**src/rtl/apb_ram_wait.sv**
```systemverilog
// apb_ram_wait -- parametrised APB3 slave scratch RAM with programmable
// access-phase wait states and byte-address decode.
//
// Optional feature macro: APB_RAM_PSTRB_EN
//   defined   : pstrb port present, byte-lane write enables, and a read
//               with any strobe set returns an error.
//   undefined : no pstrb port, every write updates the full word.
//
// Ports:
//   pclk     in   clock, rising edge
//   presetn  in   asynchronous active-low reset
//   psel     in   slave select
//   penable  in   access-phase strobe
//   pwrite   in   1 = write, 0 = read
//   paddr    in   [ADDR_WIDTH]   byte address
//   pwdata   in   [DATA_WIDTH]   write data
//   pstrb    in   [DATA_WIDTH/8] byte-lane strobes (APB_RAM_PSTRB_EN only)
//   prdata   out  [DATA_WIDTH]   read data, valid while pready=1
//   pready   out  registered transfer completion
//   pslverr  out  error response, valid while pready=1
module apb_ram_wait #(
  parameter int unsigned DATA_WIDTH  = 32,
  parameter int unsigned ADDR_WIDTH  = 32,
  parameter int unsigned DEPTH       = 32,
  parameter int unsigned WAIT_STATES = 0
) (
  input  logic                    pclk,
  input  logic                    presetn,
  input  logic                    psel,
  input  logic                    penable,
  input  logic                    pwrite,
  input  logic [ADDR_WIDTH-1:0]   paddr,
  input  logic [DATA_WIDTH-1:0]   pwdata,
`ifdef APB_RAM_PSTRB_EN
  input  logic [DATA_WIDTH/8-1:0] pstrb,
`endif
  output logic [DATA_WIDTH-1:0]   prdata,
  output logic                    pready,
  output logic                    pslverr
);

  localparam int unsigned NBYTES = DATA_WIDTH / 8;
  localparam int unsigned BL     = $clog2(NBYTES);
  localparam int unsigned IDX_W  = $clog2(DEPTH);
  localparam logic [ADDR_WIDTH-1:0] ALIGN_MASK = ADDR_WIDTH'(NBYTES - 1);

  typedef enum logic [1:0] {
    S_IDLE = 2'd0,
    S_WAIT = 2'd1,
    S_RESP = 2'd2
  } state_e;

  state_e                state_q;
  logic [3:0]            cnt_q;
  logic [DATA_WIDTH-1:0] prdata_q;
  logic                  pready_q;
  logic                  pslverr_q;
  logic [DATA_WIDTH-1:0] mem_q [DEPTH];

  logic [IDX_W-1:0]      idx;
  logic                  acc_err;
  logic                  do_access;
  logic [DATA_WIDTH-1:0] mem_wdata;

  // Memory spans exactly 2^(BL+IDX_W) bytes, so any address bit at or above
  // that position means out of range (no aliasing onto low words).
  always_comb begin
    idx     = paddr[BL +: IDX_W];
    acc_err = (|(paddr & ALIGN_MASK)) || (|(paddr >> (BL + IDX_W)));
`ifdef APB_RAM_PSTRB_EN
    if (!pwrite && (|pstrb)) acc_err = 1'b1;
`endif
  end

`ifdef APB_RAM_PSTRB_EN
  always_comb begin
    mem_wdata = mem_q[idx];
    for (int unsigned b = 0; b < NBYTES; b++) begin
      if (pstrb[b]) mem_wdata[8*b +: 8] = pwdata[8*b +: 8];
    end
  end
`else
  always_comb begin
    mem_wdata = pwdata;
  end
`endif

  // Must match the FSM edges below that move into S_RESP.
  always_comb begin
    do_access = 1'b0;
    if (state_q == S_IDLE && psel && !penable && WAIT_STATES == 0)
      do_access = 1'b1;
    if (state_q == S_WAIT && psel && penable && cnt_q == 4'd1)
      do_access = 1'b1;
  end

  always_ff @(posedge pclk or negedge presetn) begin
    if (!presetn) begin
      state_q   <= S_IDLE;
      cnt_q     <= '0;
      prdata_q  <= '0;
      pready_q  <= 1'b0;
      pslverr_q <= 1'b0;
      for (int unsigned i = 0; i < DEPTH; i++) mem_q[i] <= '0;
    end else begin
      case (state_q)
        S_IDLE: begin
          pready_q  <= 1'b0;
          pslverr_q <= 1'b0;
          if (psel && !penable) begin
            if (WAIT_STATES == 0) begin
              state_q  <= S_RESP;
              pready_q <= 1'b1;
            end else begin
              cnt_q   <= 4'(WAIT_STATES);
              state_q <= S_WAIT;
            end
          end
        end
        S_WAIT: begin
          if (psel && penable) begin
            if (cnt_q == 4'd1) begin
              state_q  <= S_RESP;
              pready_q <= 1'b1;
            end else begin
              cnt_q <= cnt_q - 4'd1;
            end
          end else begin
            state_q <= S_IDLE;
          end
        end
        S_RESP: begin
          pready_q  <= 1'b0;
          pslverr_q <= 1'b0;
          state_q   <= S_IDLE;
        end
        default: begin
          pready_q  <= 1'b0;
          pslverr_q <= 1'b0;
          state_q   <= S_IDLE;
        end
      endcase

      // Placed after the case so the access result overrides its pslverr clear.
      if (do_access) begin
        if (acc_err) begin
          prdata_q  <= '0;
          pslverr_q <= 1'b1;
        end else begin
          pslverr_q <= 1'b0;
          if (pwrite) mem_q[idx] <= mem_wdata;
          else        prdata_q   <= mem_q[idx];
        end
      end
    end
  end

  assign prdata  = prdata_q;
  assign pready  = pready_q;
  assign pslverr = pslverr_q;

endmodule

```
**config.mk**
```make
export PLATFORM = sky130hd
export DESIGN_NAME = apb_ram_wait
export DESIGN_NICKNAME = d
export VERILOG_FILES = /design/src/rtl/apb_ram_wait.sv
export SDC_FILE = /design/constraint.sdc
export NUM_CORES = 1
export LEC_CHECK = 0
export CORE_ASPECT_RATIO = 0.75
export CORE_MARGIN = 8
export CORE_UTILIZATION = 55
export DETAILED_ROUTE_END_ITERATION = 12
export GPL_TIMING_DRIVEN = 0
export PLACE_DENSITY = 0.74
export SYNTH_ARGS = -nofsm -noshare
export SYNTH_HDL_FRONTEND = slang
export SYNTH_SLANG_ARGS = --single-unit
```
**constraint.sdc**
```tcl
create_clock -name pclk -period 5.3 [get_ports pclk]
set_input_delay 1.325 -clock pclk [delete_from_list [all_inputs] [get_ports pclk]]
set_output_delay 1.325 -clock pclk [all_outputs]
set_load 0.05 [all_outputs]
```
# [Word-level counts from Yosys, hierarchy flattened]
# Index checks and enable logic that the tools add are counted.
[op_classes] n_addsub=1 n_lt_le_gt_ge=2 eq_ne=8 n_mux=21 n_bitwise=3 n_reduce_logical=18
[ops] operator="1024-bit bitwise mux" n=1
[ops] operator="32-bit binary-select mux with 5-bit select" n=1
[ops] operator="32-bit demux with 5-bit select" n=1
[ops] operator="32-bit 2-to-1 mux" n=5
[ops] operator="25-bit OR reduction" n=1
[ops] operator="1-bit logical AND" n=8
[ops] operator="1-bit 2-to-1 mux" n=8
[ops] operator="2-bit by 1-bit != test with 1-bit output, second input constant" n=4
[ops] operator="6-bit greater-or-equal comparator, second input constant" n=1
[ops] operator="6-bit by 1-bit < comparator with 1-bit output, second input constant" n=1
[ops] operator="2-bit 2-to-1 mux" n=3
[ops] operator="5-bit NOT with 6-bit output" n=1
[ops] operator="2-bit AND reduction" n=3
[ops] operator="3-bit AND reduction" n=2
[ops] operator="4-bit by 1-bit equality test with 1-bit output, second input constant" n=1
[ops] operator="2-bit one-hot mux with 2 select lines" n=1
[ops] operator="4-bit by 1-bit subtractor with 4-bit output, second input constant" n=1
[ops] operator="3-bit != test, second input constant" n=1
[ops] operator="2-bit by 1-bit equality test with 1-bit output, second input constant" n=1
[ops] operator="2-bit logical NOT" n=1
[ops] operator="2-bit != test, second input constant" n=1
[ops] operator="1-bit NOT" n=2
[ops] operator="1-bit one-hot mux with 2 select lines" n=1
[ops] operator="2-bit OR reduction" n=1
[ops] operator="2 further kinds" n=2
[totals] ff_bits=1064 inputBits=69 out_inout_bits=34 elab_cells=90

# [Longest topological paths before layout]
# Gate-level depths: netlist of run 1.
[logic_depth] depth_word=6 ltp_mapped=8 ltp_nobuf=5

# [Least setup slack after synthesis of run 1]
# No wires, ideal clock.
[synth_path] path_kind="input to register" from="input port penable" to="register mem_q[289] (netlist name)" setup_time_ns=0.125 arrival_time_ns=3.261 required_ns=5.175 slack_ns=1.914 path_stages=6 n_path_buf=1 cell_sequence="or3b_4 inv_6 nand4b_2 nor4_4 buf_6 mux2_4"
[synth_between] elab_chain_len=5 word_cells_on_any_way=7 classes_between="mux: 2; reduce/logical: 5"
[synth_rtl] item="start: declaration" line_no="30" text="input logic penable,"
[synth_rtl] item="1-bit logical NOT" line_no="91" text="if (state_q == S_IDLE && psel && !penable && WAIT_STATES == 0)"
[synth_rtl] item="1-bit logical AND" line_no="91"
[synth_rtl] item="1-bit 2-to-1 mux" line_no="91"
[synth_rtl] item="1-bit 2-to-1 mux *" line_no="93" text="if (state_q == S_WAIT && psel && penable && cnt_q == 4'd1)"
[synth_rtl] item="3-bit AND reduction (no line) *"
[synth_rtl] item="end signal: indexed assignment" line_no="151" text="if (pwrite) mem_q[idx] <= mem_wdata;"
[synth_rtl] item="end: declaration" line_no="58" text="logic [DATA_WIDTH-1:0] mem_q [DEPTH];"
# Mark *: on every way between the ends. The rest lies on a longest branch, timed or not.
# A chain may end at the register's enable or synchronous reset.

# [Worst setup path in the final report of run 1]
[layout_path] from="input port paddr[4]" to="register prdata_q[25] (netlist: prdata[25])"
[layout_between] elab_chain_len=6
[layout_rtl] item="start: declaration" line_no="32" text="input logic [ADDR_WIDTH-1:0] paddr,"
[layout_rtl] item="5-bit NOT with 6-bit output (not written as such)" line_no="152" text="else prdata_q <= mem_q[idx];"
[layout_rtl] item="32-bit binary-select mux with 5-bit select" line_no="152"
[layout_rtl] item="32-bit 2-to-1 mux (not written as such) (2 in series)" line_no="152"
[layout_rtl] item="32-bit 2-to-1 mux" line_no="151"
[layout_rtl] item="32-bit 2-to-1 mux" line_no="146" text="if (acc_err) begin"
[layout_rtl] item="end signal: assignment" line_no="152"
[layout_rtl] item="end: declaration" line_no="55" text="logic [DATA_WIDTH-1:0] prdata_q;"
# Every way passes these cells. The select of a mux whose other input is x is not followed.

==> flow_summary.yaml, run 1 <==
sta:
  report.final.setup_viol: 0
  max_fclk_mhz: 198.6
  finalMaxSlewViolations: 66
  fin_skew_ns: 0.03677
  worstMarginPinSlew_ns: 1.633
  fin_crit_sh_pct: 94.99
  hold-worst-slack_ns: 0.4839
  rsz0062_at_grt: "no"
  post-route-min-period_ns: 5.034
  worst_slew_margin_rel_pct: -8.875
  hold_viol_final: 0
power_and_ir_drop:
  max-vdd-ir-drop_mv: 0.2791
  power.share.switching_pct: 23.29
  power.sequential.fraction_pct: 47.7
  clock_power_share_pct: 46.8
  fin_total_pwr_mw: 16.96
  internal-power_mw: 13.01
  total_leakage_power_nw: 26.98
  p_per_area_nw_per_um2: 310.5
  power.combinational.fraction_pct: 5.6
  p_switching_mw: 3.949
route:
  drtIter0Drc: 3950
  detail_route.first_pass.iterations: 6
  route.detailed.wl_per_inst_um: 35.95
  drt-total-wl_um: 165600
  postRouteAntennaNets: 0
  drc: 0
  num_vias: 31331
  route.detailed.vias_per_inst: 6.802
global_route:
  grt_start_max_net_pins: 134
  global_route.overflow_total: 0
  via_count_of_the_first_global_routing_pass: 32781
  antenna_violations_before_repair: 6
  grt_util_overall_pct: 33.89
  groute.layer.met3.usage_pct: 11.71
  grt_pass1_wl_um: 236200
  gr-usage-met1_pct: 45.56
  gr-usage-met2_pct: 49.07
  gr-max-usage-layer: "met2"
setup_path:
  required_ns: 5.86
  rr_startpoint: "state_q[1]$_DFFE_PN0P_"
  cp.arrival_ns: 5.60
  worstSetupPathType: "input port to flop"
  reg2reg_slack_ns: 1.90
  startpoint: "paddr[4]"
  cpMostUsedCell: "clkbuf_1"
  timing.rr.end: "mem_q[21]$_DFFE_PN0P_"
  crit_path_cell_trace: "clkdlybuf4s50_1 > buf_2 > nor4bb_1 > clkbuf_1 > clkbuf_1 > a22oi_1 > and4_1 > a32o_1"
  worst_setup_path_start_kind: "input port"
  cpPeakStageDelay_ns: 1.11
  critPathSlowestCell: "clkbuf_1"
  end_kind: "flop"
  family_of_cells_with_the_greatest_summed_delay_on_the_critical_path: "buffers and inverters"
  worst-path-buf-inv: 4
  crit_fanout: 10
  reg2reg_depth: 6
synth:
  postSynthCellCount: 3140
  fraction_of_synthesized_cell_area_taken_by_the_top_area_cell_type_pct: 55.06
  syn_area_sq_um: 48130
  synth-edff-count: 0
  post_synth_main_area_contributors: "dfrtp_1 55%, mux2_2 20%, mux4_2 6.0%"
  yosys_register_bits: 1059
  syn_avg_cell_area_sq_um: 15.33
  synth_area_leader_cell: "dfrtp_1"
  asyncSetResetFlopFracSynth_pct: 100.0
  syn_nets: 3209
  dominantRegCellSynth: "dfrtp_1"
  yosys_warnings: 0
  synth_cell_types: 37
  seq_area_frac_synth_pct: 55.06
status:
  violations_in_the_final_reports: "max-capacitance violations, max-slew violations"
  outcome: "finished with violations"
final_layout:
  layout.cells.most_common_list: "1,059 x dfrtp_1, 842 x mux2_2, 256 x mux2i_1, 172 x mux2_1, 158 x clkbuf_1"
  layout.cells.most_common: "dfrtp_1"
  layout-area-overhead-vs-synth_pct: 13.48
  share_of_layout_cells_above_drive_strength_1_pct: 39.89
  final_net_count: 3430
die:
  fp.coreArea_sq_um: 87150
  die_w_um: 357.6
  die-area_sq_um: 97330
  floorplan.rows: 94
  start_util_pct: 55.22
  die-height_um: 272.2
  io_pins: 103
placement:
  final_weighted_congestion_in_routability_driven_placement: 0.9317
  port_buffers: 101
  post-dp-hpwl_um: 106200
clocking:
  cts.repair.resized: 0
  numCtsBuffers: 103
  h-tree-depth: 3
  clk-insertion-delay-late_ns: 0.70
  ctsRootBufferMaster: "clkbuf_16"
  clock_sinks: 1059
  ctsHoldBuffers: 0
  clockBufferDepth: 3
  tritoncts: "built"
  clock_edge_transition_at_the_registers_on_the_reported_setup_and_hold_paths_ns: 0.06
  post_cts_buffers: 0
hold_path:
  timing.hold.worst_path_depth: 1
  hold-path-endpoint: "mem_q[234]$_DFFE_PN0P_"
  min_from: "mem_q[234]$_DFFE_PN0P_"
  hold_path.class: "flop to flop"
job:
  max-cap-violations: 7
==> final cells by class <==
type	instances	area [sq um]
Antenna cell	7	17.52
Tap cell	1152	1441
Multi-Input combinational cell	1770	20170
Inverter	3	16.27
Timing Repair Buffer	116	1296
Sequential cell	1059	26500
Fill cell	6209	32530
Clock buffer	155	3146
Clock inverter	36	524.3
Buffer	308	1504
==> state kept, by name, indices dropped and copies added, names as in the netlist <==
register,cells
pslverr,1
state_q,1
mem_q,1024
pready,1
prdata,32
==> worst register-to-register path, delay by kind of cell, from the launching register on <==
family	cells	cell delay, ns
flip-flops	1	0.36
buffers and inverters	2	0.82
multiplexers	1	0.42
AND/OR/NAND/NOR	3	1.71
==> worst max path at each step <==
stage	endpoint	slack [ns]	cells after the start
floorplan	mem_q[289]$_DFFE_PN0P_	1.91	6
global placement	mem_q[526]$_DFFE_PN0P_	-40.86	1
detailed placement	prdata[3]$_DFFE_PN0P_	-0.31	8
CTS	prdata[3]$_DFFE_PN0P_	0.41	8
global route	prdata[25]$_DFFE_PN0P_	0.31	8
finish	prdata[25]$_DFFE_PN0P_	0.27	8
==> power by group through the flow <==
| stage | registers (mW) | logic, mW | clock network (mW) |
|---|---|---|---|
| global route | 8.08 | 0.986 | 8.28 |
| finish | 8.08 | 0.945 | 7.93 |
| CTS | 8.08 | 0.923 | 7.95 |
| floorplan | 8.24 | 0.365 | 0 |
| global placement | 8.27 | 0.866 | 0 |
| detailed placement | 8.23 | 0.921 | 0 |
==> kinds of logic (layout without fill, tap and decap cells) <==
family | count (synthesis) | count (layout) | share of synthesized area (%)
multiplexers | 1408 | 1408 | 35.35
flip-flops | 1059 | 1059 | 55.06
buffers and inverters | 311 | 618 | 3.109
other | 0 | 7 | 0
AO/OA/AOI/OAI | 225 | 225 | 3.520
AND/OR/NAND/NOR | 137 | 137 | 2.958
==> per-layer routing <==
metal  share of wire [%]  vias up
met5              0.0085        -
met4                 5.7        2
met3                  11      490
li1                    -    12179
met1                  40    16775
met2                  43     1885
==> synth_stat cells, types with 6 or more instances <==
| cell type | count |
|---|---|
| a22oi_1 | 128 |
| a32o_1 | 32 |
| and4_1 | 33 |
| buf_1 | 14 |
| buf_2 | 82 |
| buf_4 | 51 |
| clkbuf_1 | 157 |
| dfrtp_1 | 1059 |
| mux2_1 | 172 |
| mux2_2 | 842 |
| mux2_4 | 10 |
| mux2i_1 | 256 |
| mux4_2 | 128 |
| nor2_1 | 34 |
| nor4_1 | 7 |
| nor4_4 | 29 |
| nor4bb_1 | 6 |
| o22ai_1 | 64 |
==> metrics by stage <==
step / cell area (sq um) / TNS, ns / instances / util (%) / worst slack, ns
3_5_place_dp: 50910 / -4.127 / 4407 / 58.42 / -0.3110
4_1_cts: 54580 / 0 / 4598 / 62.63 / 0.4073
3_3_place_gp: 50580 / - / 4393 / 58.04 / -40.86
5_1_grt: 54600 / 0 / 4599 / 62.65 / 0.3103
6_report: 54620 / 0 / 4606 / 62.67 / 0.2657
2_1_floorplan: 48130 / 0 / 3140 / - / 1.914
(Power assumes the default switching activity.)
==> inputs of run 2 (changes only) <==
--- a/config.mk
+++ b/config.mk
@@ -5,6 +5,7 @@
 export SDC_FILE = /design/constraint.sdc
 export NUM_CORES = 1
 export LEC_CHECK = 0
+export ABC_AREA = 0
 export CORE_ASPECT_RATIO = 0.75
 export CORE_MARGIN = 8
 export CORE_UTILIZATION = 55
==> results of run 2 <==
The final DEF is identical to that of run 1; final timing and power are the same.
